## src/rtl/pipe_skid_reg.sv

```systemverilog
// Two-entry skid register: a main slot feeds out_data and a skid slot catches
// the one extra beat that arrives while downstream stalls, so in_ready can be registered.
module pipe_skid_reg #(
  parameter int               WIDTH     = 96,
  parameter logic [WIDTH-1:0] NOP_VALUE = '0,
  parameter int               CNT_W     = 16
) (
  input  logic             clk,
  input  logic             reset,
  input  logic             flush,
  input  logic             in_valid,
  input  logic [WIDTH-1:0] in_data,
  output logic             in_ready,
  output logic             out_valid,
  output logic [WIDTH-1:0] out_data,
  input  logic             out_ready,
  output logic [1:0]       occupancy,
  output logic [CNT_W-1:0] bubble_count
);

  // Encoding doubles as the occupancy count.
  typedef enum logic [1:0] {
    EMPTY = 2'd0,
    ONE   = 2'd1,
    FULL  = 2'd2
  } state_t;

  state_t           state;
  logic [WIDTH-1:0] main_q;
  logic [WIDTH-1:0] skid_q;
  logic             accept;
  logic             emit;

  assign accept    = in_valid & in_ready;
  assign emit      = out_valid & out_ready;
  assign out_valid = (state != EMPTY);
  assign out_data  = out_valid ? main_q : NOP_VALUE;
  assign occupancy = state;

  // in_ready is written alongside the state so it always reflects "next state != FULL".
  always_ff @(posedge clk or posedge reset) begin
    if (reset) begin
      state    <= EMPTY;
      main_q   <= NOP_VALUE;
      skid_q   <= NOP_VALUE;
      in_ready <= 1'b1;
    end else if (flush) begin
      state    <= EMPTY;
      in_ready <= 1'b1;
    end else begin
      in_ready <= 1'b1;
      case (state)
        EMPTY: begin
          if (accept) begin
            state  <= ONE;
            main_q <= in_data;
          end
        end
        ONE: begin
          if (accept && !emit) begin
            state    <= FULL;
            skid_q   <= in_data;
            in_ready <= 1'b0;
          end else if (accept && emit) begin
            main_q <= in_data;
          end else if (emit) begin
            state <= EMPTY;
          end
        end
        FULL: begin
          if (emit) begin
            state  <= ONE;
            main_q <= skid_q;
          end else begin
            in_ready <= 1'b0;
          end
        end
        default: state <= EMPTY;
      endcase
    end
  end

  // Starvation counter survives flush; only reset clears it.
  always_ff @(posedge clk or posedge reset) begin
    if (reset)
      bubble_count <= '0;
    else if (out_ready && !out_valid && (bubble_count != {CNT_W{1'b1}}))
      bubble_count <= bubble_count + CNT_W'(1);
  end

endmodule

```

## config.mk

```make
export PLATFORM = sky130hd
export DESIGN_NAME = pipe_skid_reg
export DESIGN_NICKNAME = d
export VERILOG_FILES = /design/src/rtl/pipe_skid_reg.sv
export SDC_FILE = /design/constraint.sdc
export NUM_CORES = 1
export LEC_CHECK = 0
export CAP_MARGIN = 25
export CORE_ASPECT_RATIO = 0.75
export CORE_MARGIN = 3
export CORE_UTILIZATION = 51
export DETAILED_ROUTE_END_ITERATION = 7
export PLACE_DENSITY = 0.8
export SLEW_MARGIN = 20
export SYNTH_ARGS = -nofsm -noshare
export SYNTH_HDL_FRONTEND = slang
export SYNTH_SLANG_ARGS = --single-unit
export TNS_END_PERCENT = 1
```

## constraint.sdc

```tcl
create_clock -name clk -period 7.6 [get_ports clk]
set_clock_uncertainty 0.2 [all_clocks]
set_input_delay 0.76 -clock clk [delete_from_list [all_inputs] [get_ports clk]]
set_output_delay 0.76 -clock clk [all_outputs]
set_load 0.02 [all_outputs]
```

==> impl_results.md <==
* Crit. End Element: output pin
* Leak Pwr at 0.00500 uW
* Required time worst endpoint at 6.64 ns
* Critical Path Source Type: flip-flop
* Commonest cells after routing, fill and taps aside: clkdlybuf4s50_1, dfrtp_1, a21oi_1, mux2_2
* Post-route non-filler standard cell count at 1297
* Max Cap Viol at 0
* First-pass GRT wire length at 39100 um
* Number of clock sinks at 211
* Max incr delay on CP at 0.65 ns
* Ant diodes at 0
* Total number of vias at 7264
* TritonCTS clock tree: built
* Final min period at 4.03 ns
* Ports at 217
* Cells after DPL at 1257
* Layout cell share with drive strength beyond 1 at 14.4%
* CP startpoint: occupancy[0]
* Reg power frac at 36.5%
* DPL Wire Length at 15000 um
* Commonest non-fill, non-tap cell in the layout: clkdlybuf4s50_1
* # rows at 43
* Synth warn at 0
* Max-slew violations at 0
* CP cell instances: inv_1 > ha_4 > buf_4 > nor2b_1 > clkdlybuf4s50_1
* Yosys top cell area share at 53.4%
* RePlAce Congestion at 0.772
* Post-placement cell area at 12100 um^2
* Max_slew headroom at 27.2%
* Drt total wl at 24400 um
* Flops & latches, synth at 211
* H-tree depth at 1
* Fin crit share at 53.0%
* Worst R2R Path Depth at 8
* Vias in the first global route at 7383
* Clock power share at 20.0%
* Vert. Die Dim at 126 um
* Slowest cell on crit path: buf_4
* Multi-input gate area at 4290 um^2
* Critical path arrival at 3.07 ns
* Vias per cell at 5.60
* Die Width at 166 um
* Clk_lat worst skew at 0.50 ns
* Postcts setup bufs at 0
* Fillers at 1443
* Mapped cell area at 9850 um^2
* Die ar. at 21000 um^2
* CP Depth at 5
* Int Power at 3380 uW
* Synth Instances at 850
* Beginning of the worst register-to-register path: occupancy[0]
* Gr ovfl total at 0
* Largest net degree at the start of global routing at 135
* Top delay family on crit path: buffers and inverters
* Area contributors post-synth: dfrtp_1, mux2_2, a21oi_1
* CTS Buf Count at 22
* Syn nets at 957
* Wire per inst at 18.8 um
* Final Cell Area at 12900 um^2
* Setup slack, reg-to-reg at 3.87 ns
* Number of routed nets with antenna violations at 0
* Sw Ratio at 36.4%
* Iter 0 DRT Violations at 496
* Resized cells post-CTS at 0
* CP bufs+invs at 3
* Final Hold Fails at 0
* CTS Buffer Depth at 3
* Port bufs at 216
* Final Util at 69.0%
* Post-synth ARST share at 100%
* Area leader, netlist: dfrtp_1
* WS Path Type: flip-flop to output pin
* Register area share after synthesis at 53.6%
* Residual DRC count at 0
* Yosys cell types at 43
* First-pass iteration count of the detailed router at 5
* Worst VDD drop at 239 uV
* Layout area overhead at 31.1%
* Initial cell density of the core at 52.6%
* Total Negative Setup Slacks at 0 ns
* Initial antenna violation count at 1
* Fin nets at 1143
* Power density over the cells at 411 nW/um^2
* Status: completed
* P_sw at 1930 uW
* Worst-path fanout max at 61
* Global-route total usage across every layer at 22.5%
* Worst Hold Class: flip-flop to flip-flop
* Syn Area/Cell at 11.6 um^2
* Setup crit end: out_data[77]
* Hold buffer count at cts at 0
* Root buffer cell: clkbuf_16
* Fmax at 0.248 GHz
* Most used DFF post-synth: dfrtp_1
* Post-synth EDFFs at 0
* Comb power frac at 43.5%
* FF+latch area at 5280 um^2
* RSZ-0062 raised after global routing: no
* Worst-Margin Slew at 1.09 ns
* Final setup viols at 0
* Core area at 18700 um^2
* Reg clk slew, reported paths at 0.06 ns
* R2R Path End: skid_q[65]
==> registers in the layout, summed over array words and instances, names as in the netlist <==
| signal | flops |
|---|---|
| bubble_count | 16 |
| in_ready | 1 |
| main_q | 96 |
| occupancy | 2 |
| skid_q | 96 |
==> through the flow <==
step / power [uW] / hold WS (ns) / setup slack, ns
global route: 5620 / 0.315 / 3.41
global placement: 4170 / 0.288 / 3.33
CTS: 5340 / 0.309 / 3.55
floorplan: 3350 / 0.280 / 0.876
finish: 5310 / 0.304 / 3.57
detailed placement: 4250 / 0.295 / 3.48
==> routing by layer <==
layer  vias up  GRT usage (%)  part of all wire, %
met5         -              0                0.053
met1      3596           33.7                   47
met4         2           3.49                  1.3
met3        29           5.14                  6.6
met2       240           34.7                   45
li1       3397              -                    -
==> Yosys cell counts (4+ instances only) <==
cell type	number
dfrtp_1	210
a21oi_1	198
mux2_2	100
mux2i_1	97
nor2b_1	97
clkbuf_1	27
buf_2	25
buf_4	10
nand2_1	8
nand3_1	8
nor2_1	7
ha_1	6
inv_1	6
nor4_1	5
nand4_1	4
xor2_1	4
==> cell families (layout without fill, tap and decap cells) <==
family	count (synthesis)	count (layout)	share of synthesized area, %
buffers and inverters	70	270	3.37
XOR/XNOR	5	5	0.445
flip-flops	211	211	53.6
AND/OR/NAND/NOR	148	148	9.27
AO/OA/AOI/OAI	213	213	11.2
multiplexers	197	197	21.3
adder cells (fa/ha/maj)	6	6	0.762
==> area by class of cell <==
class / count / share of cell area, %
Tap cell: 247 / 2.39
Inverter: 6 / 0.233
Timing Repair Buffer: 226 / 17.8
Multi-Input combinational cell: 569 / 33.2
Clock buffer: 35 / 5.19
Clock inverter: 3 / 0.310
Sequential cell: 211 / 40.9
==> worst min-delay path by stage <==
| stage | from | to | slack [ns] | depth (start not counted) |
|---|---|---|---|---|
| finish | skid_q[77] | skid_q[77] | 0.30 | 1 |
| detailed placement | skid_q[52] | skid_q[52] | 0.30 | 1 |
| global route | skid_q[77] | skid_q[77] | 0.31 | 1 |
| CTS | skid_q[52] | skid_q[52] | 0.31 | 1 |
| global placement | skid_q[41] | skid_q[41] | 0.29 | 1 |
| floorplan | skid_q[43] | skid_q[43] | 0.28 | 1 |
==> power by group through the flow <==
stage | Combinational (uW) | Clock [uW] | Sequential, uW
after global routing | 2490 | 1130 | 2000
after floorplan | 1450 | 0 | 1900
final | 2310 | 1060 | 1940
after CTS | 2320 | 1080 | 1930
after global placement | 2250 | 0 | 1920
after detailed placement | 2310 | 0 | 1940
Power figures use the tool's default switching activity.
